### src/rtl/booth_pkg.sv
// Shared types and constants for the sequential radix-2 Booth multiplier.
// The iteration count covers the extra sign/zero-extension bit of each operand.
package booth_pkg;

    typedef enum logic [1:0] {
        IDLE = 2'd0,
        RUN  = 2'd1,
        DONE = 2'd2
    } state_e;

    function automatic int booth_iters(input int width);
        return width + 1;
    endfunction

    function automatic int booth_cnt_w(input int width);
        return $clog2(width + 2);
    endfunction

endpackage

### src/rtl/booth_step.sv
// One radix-2 Booth iteration: add/subtract M into A, then arithmetic
// right shift of the concatenation {A, Q, q_1}.
module booth_step
    import booth_pkg::*;
#(
    parameter int W = 9
) (
    input  logic [W-1:0] a,
    input  logic [W-1:0] q,
    input  logic         q_1,
    input  logic [W-1:0] m,
    output logic [W-1:0] a_o,
    output logic [W-1:0] q_o,
    output logic         q_1_o
);

    logic [W-1:0] sum;

    always_comb begin
        sum = a;
        unique case ({q[0], q_1})
            2'b01:   sum = a + m;
            2'b10:   sum = a - m;
            default: sum = a;
        endcase
        a_o   = {sum[W-1], sum[W-1:1]};
        q_o   = {sum[0], q[W-1:1]};
        q_1_o = q[0];
    end

endmodule

### src/rtl/booth_seq_mul.sv
// Sequential radix-2 Booth multiplier, signed or unsigned, one step per clock.
// Operands are widened by one bit so both modes share the same signed datapath.
module booth_seq_mul
    import booth_pkg::*;
#(
    parameter int WIDTH = 8
) (
    input  logic               clk,
    input  logic               rst_n,
    input  logic               start,
    input  logic               signed_mode,
    input  logic [WIDTH-1:0]   X,
    input  logic [WIDTH-1:0]   Y,
    output logic               busy,
    output logic               done,
    output logic [2*WIDTH-1:0] Z
);

    localparam int W1 = WIDTH + 1;
    localparam int CW = booth_cnt_w(WIDTH);
    localparam logic [CW-1:0] ITERS = CW'(booth_iters(WIDTH));

    state_e            state_q, state_d;
    logic [W1-1:0]     a_q, a_d;
    logic [W1-1:0]     q_q, q_d;
    logic              q1_q, q1_d;
    logic [W1-1:0]     m_q, m_d;
    logic [CW-1:0]     cnt_q, cnt_d;
    logic [2*WIDTH-1:0] z_q, z_d;

    logic [W1-1:0]     a_n;
    logic [W1-1:0]     q_n;
    logic              q1_n;
    logic [W1-1:0]     x_ext;
    logic [W1-1:0]     y_ext;

    assign x_ext = {signed_mode & X[WIDTH-1], X};
    assign y_ext = {signed_mode & Y[WIDTH-1], Y};

    booth_step #(
        .W(W1)
    ) u_step (
        .a     (a_q),
        .q     (q_q),
        .q_1   (q1_q),
        .m     (m_q),
        .a_o   (a_n),
        .q_o   (q_n),
        .q_1_o (q1_n)
    );

    always_comb begin
        state_d = state_q;
        a_d     = a_q;
        q_d     = q_q;
        q1_d    = q1_q;
        m_d     = m_q;
        cnt_d   = cnt_q;
        z_d     = z_q;
        unique case (state_q)
            IDLE: begin
                if (start) begin
                    a_d     = '0;
                    q_d     = y_ext;
                    q1_d    = 1'b0;
                    m_d     = x_ext;
                    cnt_d   = ITERS;
                    state_d = RUN;
                end
            end
            RUN: begin
                a_d   = a_n;
                q_d   = q_n;
                q1_d  = q1_n;
                cnt_d = cnt_q - CW'(1);
                if (cnt_q == CW'(1)) begin
                    // Low 2*WIDTH bits of the widened product are exact.
                    z_d     = {a_n[WIDTH-2:0], q_n};
                    state_d = DONE;
                end
            end
            DONE: begin
                state_d = IDLE;
            end
            default: begin
                state_d = IDLE;
            end
        endcase
    end

    always_ff @(posedge clk or negedge rst_n) begin
        if (!rst_n) begin
            state_q <= IDLE;
            a_q     <= '0;
            q_q     <= '0;
            q1_q    <= 1'b0;
            m_q     <= '0;
            cnt_q   <= '0;
            z_q     <= '0;
        end else begin
            state_q <= state_d;
            a_q     <= a_d;
            q_q     <= q_d;
            q1_q    <= q1_d;
            m_q     <= m_d;
            cnt_q   <= cnt_d;
            z_q     <= z_d;
        end
    end

    assign busy = (state_q != IDLE);
    assign done = (state_q == DONE);
    assign Z    = z_q;

endmodule

### config.mk
export PLATFORM = sky130hd
export DESIGN_NAME = booth_seq_mul
export DESIGN_NICKNAME = d
export VERILOG_FILES = /design/src/rtl/booth_pkg.sv /design/src/rtl/booth_step.sv /design/src/rtl/booth_seq_mul.sv
export SDC_FILE = /design/constraint.sdc
export NUM_CORES = 1
export LEC_CHECK = 0
export ABC_AREA = 1
export CAP_MARGIN = 40
export CORE_MARGIN = 1
export CORE_UTILIZATION = 34
export CTS_CLUSTER_SIZE = 8
export DETAILED_ROUTE_END_ITERATION = 6
export MAX_ROUTING_LAYER = met4
export PLACE_DENSITY = 0.6
export SETUP_SLACK_MARGIN = 0.1
export SYNTH_ARGS = -nofsm -noshare
export SYNTH_HDL_FRONTEND = slang
export SYNTH_SLANG_ARGS = --single-unit
### constraint.sdc
create_clock -name clk -period 2 [get_ports clk]
set_input_delay 0.2 -clock clk [delete_from_list [all_inputs] [get_ports clk]]
set_output_delay 0.2 -clock clk [all_outputs]
set_load 0.02 [all_outputs]
* Yosys cells after proc, flatten, opt, wreduce, memory -nomap -nowiden
Cells that the tools add are included.
** Cells by class
- Add/subtract/negate cells :: 3
- Multiply operators :: 0
- Divide/modulo/power cells :: 0
- $lt $le $gt $ge :: 0
- Eq/ne operators :: 7
- Shift-type cells :: 0
- Multiplexer cells :: 12
- Bitwise operators :: 2
- Reduce and logical (&&, ||, !) cells :: 7
** Operators with widths (count)
- 9-bit case mux with 2 select lines :: 3
- 9-bit 2-to-1 mux :: 2
- 9-bit adder :: 1
- 9-bit subtractor :: 1
- 4-bit case mux with 2 select lines :: 1
- 2-bit AND reduction :: 4
- 2-bit by 1-bit equality test with 1-bit output, second input constant :: 2
- 2-bit equality test, second input constant :: 2
- 4-bit by 1-bit equality test with 1-bit output, second input constant :: 1
- 2-bit 2-to-1 mux :: 2
- 4-bit 2-to-1 mux :: 1
- 2-bit inequality test, second input constant :: 2
- 2-bit case mux with 2 select lines :: 1
- 2-bit nonzero test :: 2
- 4-bit by 1-bit subtractor with 4-bit output, second input constant :: 1
- 1-bit bitwise AND :: 2
- 2-bit zero test :: 1
- 1-bit case mux with 2 select lines :: 1
- 1-bit 2-to-1 mux :: 1
** Word-level totals
- Flip-flop bits (word level) :: 50
- Latch bits :: 0
- RAM bits :: 0
- Memory bits (read-only) :: 0
- Input bits :: 20
- Output and inout bits :: 18
- Logic and storage cells :: 38
- Memories kept :: 0

* Logic depth before layout (Yosys ltp)
- Word-level depth :: 3
- Mapped depth :: 17
- Gate-level depth less buffers :: 17

* Cells and area by module
Synthesis repeated with hierarchy kept, for this count alone.
** Second synthesis, totals
- Cells, all modules :: 379
- Area total of the unflattened synthesis :: 2864.0 µm²
** Modules (own cells, without submodules)
- booth_seq_mul :: times used 1, cells each 240, area an instance 2098.3 µm², seq. area each 1251.2 µm²
- booth_step :: times used 1, cells each 139, area an instance 765.7 µm², seq. area each 0.0 µm²

* Worst setup path after synthesis
OpenSTA, ideal clock, no wires.
- Path type :: register to register
- Start :: register q_q[0]
- End :: register z_q[11] (netlist: Z[11])
- Library setup time :: 0.065 ns
- Data arrival time :: 1.978 ns
- Required time :: 1.935 ns
- Path slack :: -0.043 ns
- Cell stages (with the launch flop) :: 13
- Path buffers :: 0
- Period minus slack after synthesis :: 2.043 ns
- Cells stage by stage :: dfrtp_1 > ha_1 > inv_1 > a21oi_1 > o21ai_0 > nand2_1 > ha_1 > or2_4 > and2_4 > or2_0 > nand3_2 > nand3_1 > nand2_1
** Between the ends
- Cells in the longest elaborated chain, start to end :: 2
- Elaborated cells between the ends (all ways) :: 3
- Classes of those cells :: eq/ne: 2; mux: 1
** Ends and longest elaborated chain
- start, declared :: line booth_seq_mul.sv:25 : logic [W1-1:0] q_q, q_d;
- start signal, assigned :: line booth_seq_mul.sv:103 : q_q <= q_d;
- 2-bit equality test / 2-bit by 1-bit equality test with 1-bit output (equally long branches) :: line booth_step.sv:21 : unique case ({q[0], q_1})
- 9-bit case mux with 2 select lines * :: line booth_step.sv:21
- end signal, assigned :: line booth_seq_mul.sv:107 : z_q <= z_d;
- end, declared :: line booth_seq_mul.sv:29 : logic [2*WIDTH-1:0] z_q, z_d;
Every way passes the cells marked *; elsewhere a longest branch is shown, timed or not.
A chain may end at the register's enable or synchronous reset.

* Worst setup path after layout
- Start :: register q1_q
- End :: register z_q[11] (netlist: Z[11])
** Between the ends
- Cells in the longest elaborated chain, start to end :: 2
- Elaborated cells between the ends (all ways) :: 3
- Classes of those cells :: eq/ne: 2; mux: 1
** Ends and longest elaborated chain
- start, declared :: line booth_seq_mul.sv:26 : logic q1_q, q1_d;
- start signal, assigned :: line booth_seq_mul.sv:104 : q1_q <= q1_d;
- 2-bit equality test / 2-bit by 1-bit equality test with 1-bit output (equally long branches) :: line booth_step.sv:21
- 9-bit case mux with 2 select lines * :: line booth_step.sv:21
Marks and branches as above.

==> flow_metrics.py <==
metrics = {
    "outcome": {
        "status": "finished with violations",
        "violations": "setup timing",
    },
    "cts": {
        "htree_levels": 2,
        "cts_tree": "yes",
        "cts-root-buf": "clkbuf_8",
        "numCtsBuffers": 5,
        "cts_buffer_depth": 2,
        "clk_pin_slew_ns": 0.09,
        "clock_latency_ns": 0.30,
        "clkSinkCount": 49,
    },
    "yosys": {
        "synth-seq-cells": 49,
        "async_flop_share_pct": 100.0,
        "synth.most_common_cell": "nand2_1",
        "synth_common_cells": "nand2_1 (105), inv_1 (55), dfrtp_1 (49)",
        "synth_area_mm2": 0.002691,
        "synth_top_cell_area_share_pct": 45.56,
        "synth_edf_count": 0,
        "synth-seq-area-share_pct": 45.56,
        "synth_warnings": 0,
        "synthDistinctLibCells": 29,
        "ys.flop_type": "dfrtp_1",
        "yosysTopAreaCell": "dfrtp_1",
        "synth_nets": 375,
        "syn_area_per_cell_um2": 7.869,
        "synthCells": 342,
        "synth_area_leaders": "dfrtp_1 (46%), nand2_1 (15%), inv_1 (7.7%)",
    },
    "setup_path": {
        "critPathRequiredTime_ns": 2.25,
        "cp_top_family": "simple AND/OR/NAND/NOR gates",
        "path_class": "flop to flop",
        "arrival_ns": 2.35,
        "cp-end-kind": "flop",
        "crit_buf_inv": 2,
        "cpPeakStageDelay_ns": 0.38,
        "rr_worst_depth": 13,
        "critPathSlowestCell": "dfrtp_1",
        "path_depth": 13,
        "crit_fanout": 8,
        "path_cells": "inv_2, ha_4, inv_8, a21oi_2, o21ai_1, nand2_1, ha_4, or2_4, and2_4, or2_1, nand3_2, nand3_2, nand2_1",
        "start_kind": "flop",
    },
    "die": {
        "die_h_um": 90.97,
        "coreArea_mm2": 0.007687,
        "dieWidth_um": 90.97,
        "ioPinCount": 38,
        "rows": 32,
        "initial_core_util_pct": 35.01,
        "dieArea_mm2": 0.008276,
    },
    "global_route": {
        "grt_util_all_layers_pct": 17.61,
        "antenna_found_initial": 0,
        "grt_max_degree": 27,
        "grt_pass1_vias": 2479,
        "grt_pass1_wl_um": 11410,
        "grt_remaining_overflow": 0,
    },
    "sta": {
        "layout_setup_ws_ns": -0.1028,
        "hold_viol": 0,
        "fmax_mhz": 475.6,
        "finalSetupViolations": 9,
        "worst_clock_skew_ns": 0.007321,
        "finalCritPeriodShare_pct": 105.1,
        "rsz0062_at_grt": "yes",
        "slew-limit-headroom_pct": 61.35,
        "tightestPinTransition_ns": 0.5798,
        "report.final.slew_viol_count": 0,
        "fin_crit_ns": 2.103,
    },
    "detailed_routing": {
        "drc": 0,
        "ant_nets": 0,
        "wl_per_cell_um": 12.79,
        "dr.pass1.iters": 4,
        "vias": 2382,
        "drtIter0Drc": 83,
        "viasPerCell": 4.616,
        "drt-total-wl_um": 6598,
    },
    "layout": {
        "fin_cells": 516,
        "nNetsFinal": 446,
        "area_growth_pct": 39.61,
        "drive_gt1_share_pct": 25.60,
        "antennaDiodeCount": 0,
    },
    "hold_path": {
        "hp-class": "primary input to asynchronous set/reset pin",
    },
    "place": {
        "numPortBuffers": 37,
        "gp_congestion": 0.8570,
        "dpl.cell_count": 496,
        "dp_hpwl_um": 4801,
    },
    "flow_run": {
        "max_cap_viol_count": 0,
    },
}
-- what timing repair did --
item	CTS	global route
buffers inserted	5	6
gates resized for setup	21	31
hold endpoints to repair	23	0
hold buffers	1	0
cloned	0	0
pin swaps	16	19
setup endpoints to repair	15	14
-- kinds of logic (layout without fill, tap and decap cells) --
| group | count (synthesis) | after routing | share of synthesized area, % |
|---|---|---|---|
| AOI/OAI and AO/OA | 55 | 55 | 11.62 |
| adders and majority gates | 13 | 13 | 6.323 |
| buffers and inverters | 66 | 138 | 10.09 |
| and+or+nand+nor | 152 | 152 | 24.13 |
| DFF | 49 | 49 | 45.56 |
| xor gates and xnor gates | 7 | 7 | 2.278 |
-- path summary, 6_finish.rpt --
| kind | from | endpoint | slack (ns) |
|---|---|---|---|
| setup / recovery | q1_q | Z[11] | -0.10 |
| hold / removal | rst_n | cnt_q[0] | 0.42 |
| setup reg to reg | q1_q | Z[11] | -0.10 |
| hold reg to reg | Z[13] | Z[13] | 0.49 |
| max in group asynchronous | rst_n | m_q[3] | 1.02 |
| min in group clk | X[4] | m_q[4] | 0.46 |
-- metrics by stage --
step,hold WS [ns],utilization (%),instance area [um2],setup TNS [ns],worst slack (ns)
2_1_floorplan,-0.09559,-,2780,0,0.02555
3_3_place_gp,0.2239,44.24,3401,-0.9351,-0.1457
3_5_place_dp,0.2281,44.24,3401,-1.348,-0.2022
4_1_cts,0.4314,46.94,3608,-0.7763,-0.1168
5_1_grt,0.4676,48.88,3757,-2.281,-0.2433
6_report,0.4200,48.88,3757,-0.6722,-0.1028
-- layout make-up --
type / instances / area (um2)
fill: 742 / 3930
multi-input combinational: 227 / 1450
sequential: 49 / 1229
timing repair buffer: 71 / 635.6
inverter: 59 / 229.0
tap: 102 / 127.6
clock buffer: 6 / 72.57
clock inverter: 2 / 13.76
-- per-layer routing --
| layer | GRT usage (%) | up-vias | wire, um |
|---|---|---|---|
| met4 | 5.291 | 0 | 123 |
| met2 | 29.29 | 39 | 3224 |
| met5 | - | - | 0 |
| met3 | 3.183 | 13 | 208 |
| met1 | 21.91 | 1112 | 3041 |
| li1 | - | 1218 | - |
-- cell usage in the layout, fill, tap and decap left out, drive strengths merged --
cell	instances
and2	1
a22oi	7
nor2	15
a21oi	3
clkbuf	6
o22ai	4
o221ai	1
o31ai	1
fa	1
nand4	2
dfrtp	49
xor2	7
dlygate4sd3	1
clkdlybuf4s50	36
nand3	22
o21ai	35
buf	34
clkinv	1
a31oi	1
nand2	108
o211ai	3
ha	12
or2	4
inv	60
-- registers in the layout (all words and copies together), names as in the netlist --
signal,count
Z,16
m_q,9
q_q,9
a_q,8
cnt_q,4
state_q,2
q1_q,1
Power is not shown: default switching activity piles up to over one toggle a cycle in this logic, so the estimate is an artifact.
